<file path="config.mk">
export PLATFORM = sky130hd
export DESIGN_NAME = mandelbrot_frame_engine
export DESIGN_NICKNAME = d
export VERILOG_FILES = /design/src/rtl/mandelbrot_frame_engine.sv
export SDC_FILE = /design/constraint.sdc
export NUM_CORES = 1
export LEC_CHECK = 0
export BUFFER_PORTS_ARGS = -buffer_cell sky130_fd_sc_hd__buf_2
export CAP_MARGIN = 30
export CORE_ASPECT_RATIO = 1.1
export CORE_MARGIN = 1.5
export CORE_UTILIZATION = 30
export CTS_BUF_LIST = sky130_fd_sc_hd__clkbuf_8 sky130_fd_sc_hd__clkbuf_16
export CTS_CLUSTER_DIAMETER = 30
export DETAILED_ROUTE_END_ITERATION = 10
export PLACE_DENSITY_LB_ADDON = 0.3
export REMOVE_ABC_BUFFERS = 1
export SETUP_SLACK_MARGIN = 0.05
export SYNTH_ARGS = -nofsm -noshare
export SYNTH_HDL_FRONTEND = slang
export SYNTH_SLANG_ARGS = --single-unit
export TNS_END_PERCENT = 5
</file>
<file path="constraint.sdc">
create_clock -name clk -period 24.7 [get_ports clk]
set_clock_uncertainty 0.05 [all_clocks]
set_input_delay 4.94 -clock clk [delete_from_list [all_inputs] [get_ports clk]]
set_output_delay 4.94 -clock clk [all_outputs]
set_load 0.05 [all_outputs]
</file>
<file path="src/rtl/mandelbrot_frame_engine.sv">
// -----------------------------------------------------------------------------
// mandelbrot_frame_engine
//   Scans a COLS x ROWS pixel grid over a runtime viewport (origin x0/y0, pixel
//   pitch step) and iterates z <- z^2 + c in signed fixed point (FRAC =
//   BITWIDTH-3 fraction bits), one iteration per clock. One result per pixel
//   is streamed out with frame/line markers.
//
// Ports
//   clk, rst_n        clock (rising edge), asynchronous active-low reset
//   start             pulse: latch x0/y0/step/max_iter and begin a frame (IDLE only)
//   x0, y0, step      viewport origin and per-column/per-row increment of c
//   max_iter          iteration limit
//   busy              high from the cycle after an accepted start until the
//                     last pixel of the frame is accepted
//   out_valid/ready   result handshake
//   out_ctr           iterations completed before escape or limit
//   out_escaped       1 = |z|^2 >= 4 was reached, 0 = limit was hit
//   out_first/eol/last pixel (0,0) / last column / last pixel of frame
//   dbg_state         current FSM state (IDLE=0, INIT=1, ITER=2, HOLD=3)
//
// Handshake: a result is transferred on any rising edge where out_valid and
// out_ready are both 1. Once raised, out_valid and every out_* data/marker bit
// stay constant until that transfer; out_valid never drops without it.
// -----------------------------------------------------------------------------
module mandelbrot_frame_engine #(
   parameter int BITWIDTH = 11,
   parameter int CTRWIDTH = 7,
   parameter int COLS     = 16,
   parameter int ROWS     = 12
) (
   input  logic                       clk,
   input  logic                       rst_n,
   input  logic                       start,
   input  logic signed [BITWIDTH-1:0] x0,
   input  logic signed [BITWIDTH-1:0] y0,
   input  logic signed [BITWIDTH-1:0] step,
   input  logic [CTRWIDTH-1:0]        max_iter,
   output logic                       busy,
   output logic                       out_valid,
   input  logic                       out_ready,
   output logic [CTRWIDTH-1:0]        out_ctr,
   output logic                       out_escaped,
   output logic                       out_first,
   output logic                       out_eol,
   output logic                       out_last,
   output logic [1:0]                 dbg_state
);

   localparam int FRAC = BITWIDTH - 3;
   localparam int PW   = 2 * BITWIDTH;      // full product width
   localparam int SW   = 2 * BITWIDTH + 1;  // sum/difference width, cannot overflow
   localparam int CW   = (COLS > 1) ? $clog2(COLS) : 1;
   localparam int RW   = (ROWS > 1) ? $clog2(ROWS) : 1;
   localparam logic signed [SW-1:0] ESC_LIM = SW'(4) << (2 * FRAC);

   typedef enum logic [1:0] {IDLE = 2'd0, INIT = 2'd1, ITER = 2'd2, HOLD = 2'd3} state_t;

   state_t                      state_q, state_d;
   logic signed [BITWIDTH-1:0]  x0_q, x0_d, step_q, step_d;
   logic signed [BITWIDTH-1:0]  cx_q, cx_d, cy_q, cy_d, zx_q, zx_d, zy_q, zy_d;
   logic [CTRWIDTH-1:0]         max_q, max_d, ctr_q, ctr_d;
   logic [CW-1:0]               col_q, col_d;
   logic [RW-1:0]               row_q, row_d;
   logic                        busy_q, busy_d, valid_q, valid_d;
   logic [CTRWIDTH-1:0]         octr_q, octr_d;
   logic                        oesc_q, oesc_d, ofirst_q, ofirst_d;
   logic                        oeol_q, oeol_d, olast_q, olast_d;

   // Iteration datapath on the current z
   logic signed [PW-1:0]        sx, sy, sxy;
   logic signed [SW-1:0]        mag, diff, dbl;
   logic signed [BITWIDTH-1:0]  zx_nx, zy_nx;
   logic                        esc, at_eol, at_last_row;
   logic                        unused_bits;

   always_comb begin
      sx    = PW'(zx_q) * PW'(zx_q);
      sy    = PW'(zy_q) * PW'(zy_q);
      sxy   = PW'(zx_q) * PW'(zy_q);
      mag   = SW'(sx) + SW'(sy);
      diff  = SW'(sx) - SW'(sy);
      dbl   = SW'(sxy) <<< 1;
      esc   = (mag >= ESC_LIM);
      // (v >>> FRAC) truncated to BITWIDTH is exactly bits [FRAC +: BITWIDTH]
      zx_nx = diff[FRAC +: BITWIDTH] + cx_q;
      zy_nx = dbl[FRAC +: BITWIDTH] + cy_q;
   end

   assign unused_bits = ^{diff[SW-1:FRAC+BITWIDTH], diff[FRAC-1:0],
                          dbl[SW-1:FRAC+BITWIDTH], dbl[FRAC-1:0]};

   assign at_eol      = (col_q == CW'(COLS - 1));
   assign at_last_row = (row_q == RW'(ROWS - 1));

   always_comb begin
      state_d  = state_q;
      x0_d     = x0_q;
      step_d   = step_q;
      max_d    = max_q;
      cx_d     = cx_q;
      cy_d     = cy_q;
      zx_d     = zx_q;
      zy_d     = zy_q;
      ctr_d    = ctr_q;
      col_d    = col_q;
      row_d    = row_q;
      busy_d   = busy_q;
      valid_d  = valid_q;
      octr_d   = octr_q;
      oesc_d   = oesc_q;
      ofirst_d = ofirst_q;
      oeol_d   = oeol_q;
      olast_d  = olast_q;
      case (state_q)
         IDLE: begin
            if (start) begin
               x0_d    = x0;
               step_d  = step;
               max_d   = max_iter;
               col_d   = '0;
               row_d   = '0;
               cx_d    = x0;
               cy_d    = y0;
               busy_d  = 1'b1;
               state_d = INIT;
            end
         end
         INIT: begin
            zx_d    = '0;
            zy_d    = '0;
            ctr_d   = '0;
            state_d = ITER;
         end
         ITER: begin
            // Escape wins over the limit when both hold on the same cycle
            if (esc || (ctr_q == max_q)) begin
               octr_d   = ctr_q;
               oesc_d   = esc;
               ofirst_d = (col_q == '0) && (row_q == '0);
               oeol_d   = at_eol;
               olast_d  = at_eol && at_last_row;
               valid_d  = 1'b1;
               state_d  = HOLD;
            end else begin
               zx_d  = zx_nx;
               zy_d  = zy_nx;
               ctr_d = ctr_q + CTRWIDTH'(1);
            end
         end
         HOLD: begin
            if (out_ready) begin
               valid_d = 1'b0;
               if (!at_eol) begin
                  col_d = col_q + CW'(1);
                  cx_d  = cx_q + step_q;
               end else begin
                  col_d = '0;
                  cx_d  = x0_q;
                  row_d = row_q + RW'(1);
                  cy_d  = cy_q + step_q;
               end
               if (at_eol && at_last_row) begin
                  busy_d  = 1'b0;
                  state_d = IDLE;
               end else begin
                  state_d = INIT;
               end
            end
         end
         default: state_d = IDLE;
      endcase
   end

   always_ff @(posedge clk or negedge rst_n) begin
      if (!rst_n) begin
         state_q  <= IDLE;
         x0_q     <= '0;
         step_q   <= '0;
         max_q    <= '0;
         cx_q     <= '0;
         cy_q     <= '0;
         zx_q     <= '0;
         zy_q     <= '0;
         ctr_q    <= '0;
         col_q    <= '0;
         row_q    <= '0;
         busy_q   <= 1'b0;
         valid_q  <= 1'b0;
         octr_q   <= '0;
         oesc_q   <= 1'b0;
         ofirst_q <= 1'b0;
         oeol_q   <= 1'b0;
         olast_q  <= 1'b0;
      end else begin
         state_q  <= state_d;
         x0_q     <= x0_d;
         step_q   <= step_d;
         max_q    <= max_d;
         cx_q     <= cx_d;
         cy_q     <= cy_d;
         zx_q     <= zx_d;
         zy_q     <= zy_d;
         ctr_q    <= ctr_d;
         col_q    <= col_d;
         row_q    <= row_d;
         busy_q   <= busy_d;
         valid_q  <= valid_d;
         octr_q   <= octr_d;
         oesc_q   <= oesc_d;
         ofirst_q <= ofirst_d;
         oeol_q   <= oeol_d;
         olast_q  <= olast_d;
      end
   end

   assign busy        = busy_q;
   assign out_valid   = valid_q;
   assign out_ctr     = octr_q;
   assign out_escaped = oesc_q;
   assign out_first   = ofirst_q;
   assign out_eol     = oeol_q;
   assign out_last    = olast_q;
   assign dbg_state   = state_q;

endmodule

</file>
# Yosys cells after proc, flatten, opt, wreduce, memory -nomap -nowiden
# Index checks and enable logic that the tools add are counted.
# op_classes
n_addsub	9
n_mul	3
div	0
magnitude_cmp	1
n_eq_ne	12
shifts	0
mux	33
bitwise_logic	0
n_reduce_logical	17
# op_table
operator	n
11-bit 2-to-1 mux	8
11-bit one-hot mux with 2 select lines	4
11-bit adder	4
11-bit by 11-bit multiplier with 22-bit output	2
22-bit by 22-bit adder with 23-bit output	1
23-bit by 20-bit >= comparator with 1-bit output (second input constant)	1
4-bit 2-to-1 mux	5
19-bit subtractor	1
11-bit by 11-bit multiplier with 18-bit output	1
4-bit one-hot mux with 2 select lines	2
7-bit one-hot mux with 2 select lines	1
2-bit != test (second input constant)	6
3-bit AND reduction	3
4-bit by 1-bit adder with 4-bit output (second input constant)	2
4-bit equality test (second input constant)	2
4-bit zero test	2
2-bit one-hot mux with 4 select lines	1
4-bit AND reduction	2
7-bit by 1-bit adder with 7-bit output (second input constant)	1
7-bit equality test	1
7-bit 2-to-1 mux	1
1-bit 2-to-1 mux	6
2-bit 2-to-1 mux	3
2-bit AND reduction	3
other kinds (7)	12
# word_totals
regBits	103
latchBits	0
ram_bits	0
mem_bits_ro	0
in_bits	44
out_inout_bits	15
word_cells	93
memories	0

# Depth between registers and ports, before layout
# Gate-level depths: netlist of run 1.
# depth
depth_word	6
mapped_depth	41
depth_no_buf	39

# Least setup slack after synthesis of run 1
# No wires, ideal clock.
# synth_timing
path_type	reg-to-reg
from	reg zy_q[3]
to	reg zx_q[10]
setup_time_ns	0.120
arrival_time_ns	7.641
t_required_ns	24.530
path_slack_ns	16.889
stages_incl_launch_ff	31
n_path_buf	2
synth_period_minus_slack_ns	7.811
path_cell_list	dfrtp_1 clkbuf_1 clkbuf_1 nand2_1 fa_1 inv_1 fa_1 inv_1 fa_1 inv_1 fa_1 fa_1 ha_1 or3_1 o31ai_1 a21boi_0 nor2_1 xnor2_1 ha_1 nor4_1 a21oi_1 xor2_1 ha_1 or3_1 o21ai_0 a21oi_1 a21o_1 a21oi_1 xnor2_1 or4b_1 a41o_1
# synth_between
elab_chain_len	6
elab_cells_between_ends	10
cone_classes	3 x add/sub; 1 x mul; 1 x order compare; 1 x eq/ne; 2 x mux; 2 x reduce/logical
# synth_rtl
item	line	rtl
start: declaration	60	logic signed [BITWIDTH-1:0] cx_q, cx_d, cy_q, cy_d, zx_q, zx_d, zy_q, zy_d;
start signal: assignment	202	zy_q <= zy_d;
11-bit by 11-bit multiplier with 22-bit output *	78	sy = PW'(zy_q) * PW'(zy_q);
22-bit by 22-bit adder with 23-bit output	80	mag = SW'(sx) + SW'(sy);
23-bit by 20-bit >= comparator with 1-bit output	83	esc = (mag >= ESC_LIM);
1-bit logical OR	136	if (esc || (ctr_q == max_q)) begin
2-bit != test (no source line)	-	
2-bit AND reduction (no source line)	-	
end signal: assignment	201	zx_q <= zx_d;
end: declaration	60	
# Mark *: on every way between the ends. The rest lies on a longest branch, timed or not. The select of a mux whose other input is x is not followed.
# A chain may end at the register's enable or synchronous reset.

# Final worst setup path of run 1
# layout_timing
from	reg zy_q[5]
to	reg zx_q[10]
# The elaborated chain is that of the path after synthesis.

==> results of run 1 <==
[cell usage in the layout (no fill, tap or decap), types with 9 or more instances in the layout]
cell / count
mux2_2: 43
dfrtp_1: 103
nand2_1: 184
a31oi_1: 10
clkbuf_16: 9
buf_4: 17
o21a_1: 11
ha_1: 222
a222oi_1: 10
nand3_1: 17
xor2_1: 38
nor3_1: 18
mux2i_1: 16
and2_1: 57
buf_2: 57
o21ai_0: 52
nor2_1: 116
nor2b_1: 28
xnor2_1: 107
inv_1: 405
or3_1: 9
a21o_1: 23
o21bai_1: 14
a21oi_1: 78
o31ai_1: 18
nand2b_1: 18
fa_1: 296
[layout make-up]
type,instances,area [um2]
clock buffer,9,225.2
clock inverter,7,51.30
fill,6433,41980
inverter,408,1531
multi-input combinational,1478,14710
sequential,103,2577
tap,833,1042
timing repair buffer,77,466.7
[per-layer routing]
| layer | vias up | wire length (um) |
|---|---|---|
| met4 | 0 | 1279 |
| met1 | 6977 | 20730 |
| met2 | 314 | 22670 |
| li1 | 6541 | - |
| met3 | 62 | 2227 |
| met5 | - | 0 |
[path summary, 6_finish.rpt]
kind	to	cells past startpoint	slack, ns	start
min reg2reg	out_first	1	0.45	out_first
min	out_first	1	0.45	out_first
max reg2reg	zx_q[10]	28	15.57	zy_q[5]
min in group asynchronous	step_q[7]	1	4.44	rst_n
max	zx_q[10]	28	15.57	zy_q[5]
max in group asynchronous	ctr_q[3]	3	19.21	rst_n
[flip-flops by register name (all words and copies together), names as in the netlist, 2 cells and up]
register	cells
cx_q	11
cy_q	11
step_q	11
x0_q	11
zx_q	11
zy_q	11
ctr_q	7
max_q	7
out_ctr	7
col_q	4
row_q	4
dbg_state	2
[worst max-delay path: cells and delay by family, from the launching register on]
family | cells | cell delay [ns]
buffers and inverters | 4 | 0.64
AO/OA/AOI/OAI | 8 | 1.77
XOR/XNOR | 3 | 0.48
adder cells (fa/ha/maj) | 8 | 3.50
AND/OR/NAND/NOR | 5 | 1.83
flip-flops | 1 | 0.76
[metrics by stage]
| stage | instance area, um2 | instances | setup WS, ns | hold WS, ns | utilization, % |
|---|---|---|---|---|---|
| after floorplan | 18810 | 1989 | 16.77 | 0.4111 | - |
| after global placement | 20270 | 2895 | 15.81 | 0.4232 | 32.39 |
| after detailed placement | 20320 | 2898 | 15.61 | 0.4304 | 32.47 |
| after CTS | 20600 | 2914 | 15.60 | 0.4543 | 32.91 |
| after global routing | 20600 | 2915 | 14.87 | 0.4609 | 32.93 |
| final | 20600 | 2915 | 15.57 | 0.4465 | 32.93 |
[cell families (layout without fill, tap and decap cells)]
| group | Yosys count | count (layout) | synth area share (%) |
|---|---|---|---|
| compound gates | 275 | 275 | 9.654 |
| xor+xnor | 145 | 145 | 6.657 |
| fa+ha+maj | 518 | 518 | 45.62 |
| buf+inv | 473 | 501 | 9.412 |
| flops | 103 | 103 | 13.51 |
| mux | 60 | 60 | 3.437 |
| simple gates | 480 | 480 | 11.71 |
[cells in the mapped netlist, types with 38 or more instances]
| master | number | area share, % |
|---|---|---|
| inv_1 | 403 | 7.9 |
| fa_1 | 296 | 31 |
| ha_1 | 222 | 15 |
| nand2_1 | 184 | 3.6 |
| nor2_1 | 116 | 2.3 |
| xnor2_1 | 107 | 4.9 |
| dfrtp_1 | 103 | 14 |
| a21oi_1 | 79 | 2.1 |
| and2_1 | 57 | 1.9 |
| clkbuf_1 | 54 | 1.1 |
| o21ai_0 | 52 | 1.4 |
| mux2_2 | 43 | 2.5 |
| xor2_1 | 38 | 1.7 |
==> metrics.md, run 1 <==
| Metric | Value |
|---|---|
| Status | `finished, final reports clean` |
| Die area | `between 0.06 and 0.07 mm2` |
| Fin. max-slew vios | `0` |
| Vias/cell | `between 4 and 5` |
| Period utilization | `36.95%` |
| Post-synth EDFFs | `0` |
| DR DRC count | `0` |
| GR peak layer | `met2` |
| Seq cells post-synth | `between 100 and 150` |
| Wire per inst | `between 15 and 20 um` |
| Die height | `between 200 and 300 um` |
| Final HPWL from detailed placement | `38,180 um` |
| WP data required | `24.91 ns` |
| GR Layer Usage met1 | `19.97%` |
| Startpoint types | `flip-flop` |
| Vias in the first global route | `around 15,000` |
| Peak Freq | `109.6 MHz` |
| WL final | `46,900 um` |
| Actual slew at the worst max-slew pin | `between 1 and 1.5 ns` |
| First-pass GRT wire length | `just under 80,000 um` |
| Slowest CP cell | `dfrtp_1` |
| DR vias | `~14,000` |
| Main flop type after synthesis | `dfrtp_1` |
| Initial antenna violation count | `0` |
| Endpoints failing hold | `0` |
| Largest stage delay, worst path | `roughly 0.76 ns` |
| Clock tree buffer depth | `2` |
| Initial Utilization | `~30%` |
| Die W | `243.4 um` |
| CP Max Fanout | `14` |
| GRT met3 Usage | `~1.6%` |
| RSZ-0062 raised after global routing | `false` |
| Core area | `0.06258 mm2` |
| GRT Overall Usage | `between 10% and 20%` |
| Post-synthesis async set-or-reset flop share | `100.0%` |
| PortBufs | `58` |
| Post-Synthesis Cells | `2,054` |
| Share of cells above drive strength 1 | `7.541%` |
| GP Congestion | `0.9076` |
| Slew margin rel. | `31.49%` |
| Global route overflow | `0` |
| Total of max-cap violations | `0` |
| Min-delay worst type | `flip-flop to flip-flop` |
| Clock Latency Late Sink | `0.36 ns` |
| Post-CTS Hold Buffers | `0` |
| Mapped Area | `0.01908 mm2` |
| CTS Buf Count | `9` |
| I/O pin total | `59` |
| TritonCTS Sinks | `103` |
| Antenna diodes | `0` |
| Area grow syn2layout | `8.008%` |
| Distinct cells, synth | `74` |
| Post-CTS Resized | `0` |
| Total number of yosys warnings | `0` |
| CTS tree | `done` |
| CTS Root Buffer Type | `clkbuf_16` |
| Setup bufs post-CTS | `0` |
| Final setup violation count | `0` |
| Initial DRC count | `around 740` |
| Clock transition at path regs | `0.08 ns` |
| Fin crit period | `9.126 ns` |
| CP endpoint kind | `flip-flop` |
| DRT antenna net count | `0` |
| Crit-path most repeated cell | `fa_1` |
| CP Class | `flip-flop to flip-flop` |
| Critical Path AT | `9.33 ns` |
| Setup TNS | `0 ns` |
| Largest net degree at the start of global routing | `66` |
| Grt met2 use | `25.72%` |
| Nets@finish | `roughly 2,600` |
| Number of cell rows | `96` |
| Register area share after synthesis | `13.51%` |
| CTS H-tree depth | `3` |
| Mean Syn Cell Area | `9.288 um2` |
| DRT Pass-1 Iters | `7` |
Power of run 1 is left out: the tool's default activity adds up to more than one toggle a clock period on the data nets, which glitch-free logic cannot reach.
==> run 2: changes to the inputs <==
--- a/config.mk
+++ b/config.mk
@@ -5,6 +5,7 @@
 export SDC_FILE = /design/constraint.sdc
 export NUM_CORES = 1
 export LEC_CHECK = 0
+export ABC_AREA = 1
 export BUFFER_PORTS_ARGS = -buffer_cell sky130_fd_sc_hd__buf_2
 export CAP_MARGIN = 30
 export CORE_ASPECT_RATIO = 1.1
==> constraint.sdc (replaced) <==
create_clock -name clk -period 7.5 [get_ports clk]
set_clock_uncertainty 0.05 [all_clocks]
set_input_delay 1.5 -clock clk [delete_from_list [all_inputs] [get_ports clk]]
set_output_delay 1.5 -clock clk [all_outputs]
set_load 0.05 [all_outputs]
==> metrics.md, run 2 <==
| Metric | Value |
|---|---|
| GRT Overall Usage | `15.62% (was 15.02%)` |
| CTS Buf Count | `9 (unchanged)` |
| TritonCTS Sinks | `103 (unchanged)` |
| Actual slew at the worst max-slew pin | `0.9639 ns (was 1.028 ns)` |
| Post-Layout Cell Count | `3,726 (was 2,915)` |
| PortBufs | `58 (unchanged)` |
| Startpoint types | `flip-flop (unchanged)` |
| CP Launch Point | `zy_q[3] (was zy_q[5])` |
| CP Class | `flip-flop to flip-flop (unchanged)` |
| Largest stage delay, worst path | `0.59 ns (was 0.76 ns)` |
| GP Congestion | `0.8900 (was 0.9076)` |
| Largest net degree at the start of global routing | `70 (was 66)` |
| Critical Path AT | `7.29 ns (was 9.33 ns)` |
| Register area share after synthesis | `12.54% (was 13.51%)` |
| Wire per inst | `14.42 um (was 16.09 um)` |
| Clock tree buffer depth | `2 (unchanged)` |
| Post-Synthesis Cells | `2,699 (was 2,054)` |
| Area contributors post-synth | `fa_1, ha_1, dfrtp_1, inv_1, nand2_1 (was fa_1, ha_1, dfrtp_1, inv_1, xnor2_1)` |
| Die W | `252.6 um (was 243.4 um)` |
| Reg-to-Reg End | `out_escaped (was zx_q[10])` |
| Initial DRC count | `813 (was 744)` |
| Post-synthesis async set-or-reset flop share | `100.0% (unchanged)` |
| Total number of yosys warnings | `0 (unchanged)` |
| CP endpoint kind | `flip-flop (unchanged)` |
| Area grow syn2layout | `12.97% (was 8.008%)` |
| Period utilization | `94.72% (was 36.95%)` |
| Slew margin rel. | `35.67% (was 31.49%)` |
| Multi-input gate area | `0.01546 mm2 (was 0.01471 mm2)` |
| Final core occ | `34.31% (was 32.93%)` |
| DRT Pass-1 Iters | `5 (was 7)` |
| Dpl cells | `3,689 (was 2,898)` |
| WL final | `53,740 um (was 46,900 um)` |
| Clock Latency Late Sink | `0.37 ns (was 0.36 ns)` |
| PwrDens | `448.2 mW/mm2` |
| CTS H-tree depth | `3 (unchanged)` |
| CTS tree | `done (unchanged)` |
| Share of cells above drive strength 1 | `9.797% (was 7.541%)` |
| FF/Latch Area | `0.002597 mm2 (was 0.002577 mm2)` |
| Main flop type after synthesis | `dfrtp_1 (unchanged)` |
| Final HPWL from detailed placement | `45,680 um (was 38,180 um)` |
| Crit-path leading delay family | `adder cells (unchanged)` |
| Fin. max-slew vios | `0 (unchanged)` |
| CP endpoint | `out_escaped (was zx_q[10])` |
| Post-synth top cells | `inv_1, nand2_1, fa_1, ha_1, a21oi_1 (was inv_1, fa_1, ha_1, nand2_1, nor2_1)` |
| Most frequent cells in the layout | `inv_1, nand2_1, fa_1 (was inv_1, fa_1, ha_1)` |
| Mapped Area | `0.02056 mm2 (was 0.01908 mm2)` |
| Final Cell Area | `0.02323 mm2 (was 0.02060 mm2)` |
| Post-synth EDFFs | `0 (unchanged)` |
| Initial antenna violation count | `1 (was 0)` |
| Commonest non-fill, non-tap cell in the layout | `inv_1 (unchanged)` |
| Status | `finished, final reports clean (unchanged)` |
| Core area | `0.06769 mm2 (was 0.06258 mm2)` |
| Post-CTS Hold Buffers | `0 (unchanged)` |
| I/O pin total | `59 (unchanged)` |
| Worst vdd ir | `~0.36 mV` |
| Peak Freq | `140.8 MHz (was 109.6 MHz)` |
| Synth top area share | `28.82% (was 31.06%)` |
| Vias in the first global route | `16,970 (was 14,610)` |
| Seq cells post-synth | `103 (unchanged)` |
| Yosys top cell by area | `fa_1 (unchanged)` |
| Reg2Reg Launch Point | `zy_q[3] (was zy_q[5])` |
| Min-delay worst type | `flip-flop to flip-flop (unchanged)` |
| WP data required | `7.68 ns (was 24.91 ns)` |
| Final setup violation count | `0 (unchanged)` |
| Global route overflow | `0 (unchanged)` |
| Total stage count of the critical path | `30 (was 28)` |
| Setup TNS | `0 ns (unchanged)` |
| Total of max-cap violations | `0 (unchanged)` |
| CTS Root Buffer Type | `clkbuf_16 (unchanged)` |
| Die area | `0.07011 mm2 (was 0.06511 mm2)` |
| Worst reg-to-reg setup slack | `0.40 ns (was 15.57 ns)` |
| Fin crit period | `7.104 ns (was 9.126 ns)` |
| Buf+Inv Stages, Crit Path | `7 (was 4)` |
| DR DRC count | `0 (unchanged)` |
| Nets@finish | `3,364 (was 2,639)` |
| CP Max Fanout | `17 (was 14)` |
| DR vias | `16,580 (was 13,890)` |
| R2R depth | `30 (was 28)` |
| Layout fillers | `7,240 (was 6,433)` |
| Slowest CP cell | `fa_1 (was dfrtp_1)` |
| RSZ-0062 raised after global routing | `true (was false)` |
| DP Area | `0.02239 mm2 (was 0.02032 mm2)` |
| Endpoints failing hold | `0 (unchanged)` |
| Vias/cell | `4.451 (was 4.766)` |
| Distinct cells, synth | `48 (was 74)` |
| Number of cell rows | `100 (was 96)` |
| Mean Syn Cell Area | `7.618 um2 (was 9.288 um2)` |
| Cell with the most instances after synthesis | `inv_1 (unchanged)` |
| Initial Utilization | `30.37% (was 30.48%)` |
| DRT antenna net count | `0 (unchanged)` |
| First-pass GRT wire length | `88,130 um (was 77,630 um)` |
| Clock transition at path regs | `0.08 ns (about the same)` |
| Die height | `277.6 um (was 267.5 um)` |
| Leakage | `13.39 nW` |
## run 2: cell count changes after synthesis, sizes merged, moves of 29 or more
cell and delta:
a21oi +49, xor2 +42, nand3 +87, xnor2 -69, inv +269, and2 -58, nand2 +485, mux2 -44
nor2b -29, o21ai +36
## run 2: cell families (layout without fill, tap and decap cells)
family / after synthesis / in the layout / share of synthesized area (%)
AOI/OAI and AO/OA: 293 / 293 / 8.149
xor gates and xnor gates: 118 / 118 / 5.027
adders and majority gates: 518 / 518 / 42.33
buffers and inverters: 751 / 859 / 13.89
DFF: 103 / 103 / 12.54
other: 0 / 1 / 0
and+or+nand+nor: 916 / 916 / 18.06
## run 2: worst min-delay path by stage
stage	startpoint	to	depth (start not counted)
after floorplan	x0_q[9]	x0_q[9]	2
after global placement	out_ctr[6]	out_ctr[6]	2
after detailed placement	out_ctr[6]	out_ctr[6]	2
after CTS	out_ctr[6]	out_ctr[6]	2
after global routing	out_valid	out_valid	2
final	out_valid	out_valid	2
## run 2: worst reg2reg max path: cells and delay by family, from the launching register on
| kind | cells | cell delay (ns) |
|---|---|---|
| XOR/XNOR | 1 | 0.39 |
| adder cells (fa/ha/maj) | 7 | 3.21 |
| AND/OR/NAND/NOR | 9 | 1.15 |
| buffers and inverters | 7 | 1.02 |
| flip-flops | 1 | 0.43 |
| AO/OA/AOI/OAI | 6 | 0.74 |
## run 2: per-layer routing
metal  track usage, %  vias to the layer above  part of all wire [%]
met1            20.46                     7955                    45
li1                 -                     8331                     -
met5                0                        -                     0
met4            4.253                        0                   2.3
met3            1.023                       50                   2.7
met2            27.60                      248                    50
## run 2: timing repair
item | CTS | global route
endpoints found under the hold margin | 0 | 0
buffers inserted | 0 | 20
resized for setup | 0 | 88
setup endpoints to repair | 0 | 43
## run 2: report_power, final
part	switching, mW	total [mW]	internal [mW]
registers	0.236	0.996	0.761
logic	5.60	8.90	3.30
clock network	0.265	0.509	0.245
total	6.10	10.4	4.31
## run 2: area by class of cell
type                            count  share of cell area [%]
Multi-Input combinational cell   1845                   66.55
Sequential cell                   103                   11.18
Inverter                          675                   10.92
Timing Repair Buffer              168                   4.983
Tap cell                          918                   4.945
Clock buffer                        9                  0.9697
Clock inverter                      7                  0.4364
Antenna cell                        1                 0.01077
## run 2: metrics by stage
step | total power, mW | setup WS (ns) | hold slack, ns
after global routing | 11.62 | -0.02422 | 0.4427
after floorplan | 6.918 | 0.4358 | 0.3995
final | 10.41 | 0.3958 | 0.4269
after CTS | 10.03 | 0.06623 | 0.4287
after detailed placement | 9.452 | 0.09283 | 0.4085
after global placement | 9.503 | 0.1182 | 0.4060
Power figures use the tool's default switching activity.
==> run 3: changes to the inputs <==
--- a/config.mk
+++ b/config.mk
@@ -6,7 +6,6 @@
 export NUM_CORES = 1
 export LEC_CHECK = 0
 export ABC_AREA = 1
-export BUFFER_PORTS_ARGS = -buffer_cell sky130_fd_sc_hd__buf_2
 export CAP_MARGIN = 30
 export CORE_ASPECT_RATIO = 1.1
 export CORE_MARGIN = 1.5
@@ -14,6 +13,7 @@
 export CTS_BUF_LIST = sky130_fd_sc_hd__clkbuf_8 sky130_fd_sc_hd__clkbuf_16
 export CTS_CLUSTER_DIAMETER = 30
 export DETAILED_ROUTE_END_ITERATION = 10
+export DONT_BUFFER_PORTS = 1
 export PLACE_DENSITY_LB_ADDON = 0.3
 export REMOVE_ABC_BUFFERS = 1
 export SETUP_SLACK_MARGIN = 0.05
==> metrics.md, run 3 (synthesized netlist as in run 2, its figures left out) <==
| Metric | Value |
|---|---|
| Status | `finished, final reports clean (unchanged)` |
| Number of cell rows | `100 (unchanged)` |
| Final setup violation count | `0 (unchanged)` |
| Largest net degree at the start of global routing | `104 (was 70)` |
| CTS tree | `done (unchanged)` |
| PortBufs | `0 (was 58)` |
| Fin. max-slew vios | `0 (unchanged)` |
| Critical Path AT | `7.35 ns (was 7.29 ns)` |
| Clock tree buffer depth | `2 (unchanged)` |
| Initial Utilization | `30.37% (unchanged)` |
| Commonest non-fill, non-tap cell in the layout | `inv_1 (unchanged)` |
| DR vias | `16,630 (was 16,580)` |
| Final HPWL from detailed placement | `46,760 um (was 45,680 um)` |
| CTS Buf Count | `9 (unchanged)` |
| RSZ-0062 raised after global routing | `true (unchanged)` |
| Largest stage delay, worst path | `0.53 ns (was 0.59 ns)` |
| Area grow syn2layout | `13.44% (was 12.97%)` |
| WP data required | `7.72 ns (was 7.68 ns)` |
| DRT antenna net count | `0 (unchanged)` |
| Global route overflow | `0 (unchanged)` |
| Most frequent cells in the layout | `inv_1, nand2_1, fa_1 (unchanged)` |
| Slew margin rel. | `46.34% (was 35.67%)` |
| Nets@finish | `3,358 (was 3,364)` |
| TritonCTS Sinks | `103 (unchanged)` |
| GP Congestion | `0.8996 (was 0.8900)` |
| Final WS setup | `0.3751 ns (was 0.3958 ns)` |
| CTS Root Buffer Type | `clkbuf_16 (unchanged)` |
| Wire per inst | `14.63 um (was 14.42 um)` |
| Min-delay worst type | `flip-flop to flip-flop (unchanged)` |
| Worst reg-to-reg setup slack | `0.38 ns (was 0.40 ns)` |
| Endpoints failing hold | `0 (unchanged)` |
| Vias in the first global route | `16,710 (was 16,970)` |
| DRT Pass-1 Iters | `5 (unchanged)` |
| CTS H-tree depth | `3 (unchanged)` |
| Clock Latency Late Sink | `0.37 ns (about the same)` |
| Fin crit period | `7.125 ns (was 7.104 ns)` |
| DR DRC count | `0 (unchanged)` |
| First-pass GRT wire length | `88,840 um (was 88,130 um)` |
| Initial DRC count | `938 (was 813)` |
| Period utilization | `95.00% (was 94.72%)` |
| Die height | `277.6 um (unchanged)` |
| Final core occ | `34.46% (was 34.31%)` |
| Share of cells above drive strength 1 | `9.354% (was 9.797%)` |
| WL final | `54,420 um (was 53,740 um)` |
| Layout fillers | `7,203 (was 7,240)` |
| Slowest CP cell | `fa_1 (unchanged)` |
| Die area | `0.07011 mm2 (unchanged)` |
| Clock transition at path regs | `0.09 ns (was 0.08 ns)` |
| Vias/cell | `4.471 (was 4.451)` |
| I/O pin total | `59 (unchanged)` |
| Actual slew at the worst max-slew pin | `0.8049 ns (was 0.9639 ns)` |
| Core area | `0.06769 mm2 (unchanged)` |
| CP endpoint kind | `flip-flop (unchanged)` |
| GRT Overall Usage | `15.83% (was 15.62%)` |
| Total of max-cap violations | `0 (unchanged)` |
| CP Class | `flip-flop to flip-flop (unchanged)` |
| Setup WS pre-CTS | `0.1261 ns (was 0.09283 ns)` |
| Peak Freq | `140.4 MHz (was 140.8 MHz)` |
| CP Max Fanout | `7 (was 17)` |
| Die W | `252.6 um (unchanged)` |
| Post-CTS Hold Buffers | `0 (unchanged)` |
| Startpoint types | `flip-flop (unchanged)` |
| Initial antenna violation count | `1 (unchanged)` |
[run 3: path summary, 6_finish.rpt]
path	depth (start not counted)	from	end
hold / removal	2	x0_q[9]	x0_q[9]
setup reg to reg	34	zx_q[5]	zx_q[10]
setup / recovery	34	zx_q[5]	zx_q[10]
max in group asynchronous	0	rst_n	cx_q[3]
min in group asynchronous	0	rst_n	zx_q[10]
hold reg to reg	2	x0_q[9]	x0_q[9]
[run 3: per-layer routing]
layer / GRT usage, % / share of wire [%]
met1: 21.50 / 45
met2: 27.18 / 49
met5: 0 / 0
met4: 3.762 / 2.3
met3: 1.239 / 3.3
[run 3: timing repair]
item                                    in CTS  in global routing
setup buffers                                0                 13
endpoints found under the setup margin       0                 43
gates resized for setup                      0                 77
[run 3: final cells by class]
type | instances | area [um2] | area share, %
Multi-Input combinational cell | 1845 | 15410 | 66.07
Sequential cell | 103 | 2596 | 11.13
Inverter | 675 | 2542 | 10.90
Timing Repair Buffer | 162 | 1316 | 5.643
Tap cell | 918 | 1149 | 4.925
Clock buffer | 9 | 225.2 | 0.9656
Clock inverter | 7 | 82.58 | 0.3541
Antenna cell | 1 | 2.502 | 0.01073
[run 3: metrics by stage]
step	instances	hold slack [ns]	instance area, um2	TNS [ns]
final	3720	0.4365	23320	0
after global routing	3720	0.4626	23320	-0.01408
after CTS	3705	0.4441	22880	0
after detailed placement	3689	0.4210	22570	0
after global placement	3688	0.4134	22540	0
after floorplan	2623	0.3995	20240	0
[run 3: critical path, delay by kind of cell (launching register included)]
kind	cells	cell delay, ns
flip-flops	1	0.45
XOR/XNOR	2	0.50
AND/OR/NAND/NOR	9	0.74
AO/OA/AOI/OAI	7	1.00
adder cells (fa/ha/maj)	8	3.47
buffers and inverters	8	0.80
Power of run 3 is left out for the same reason.
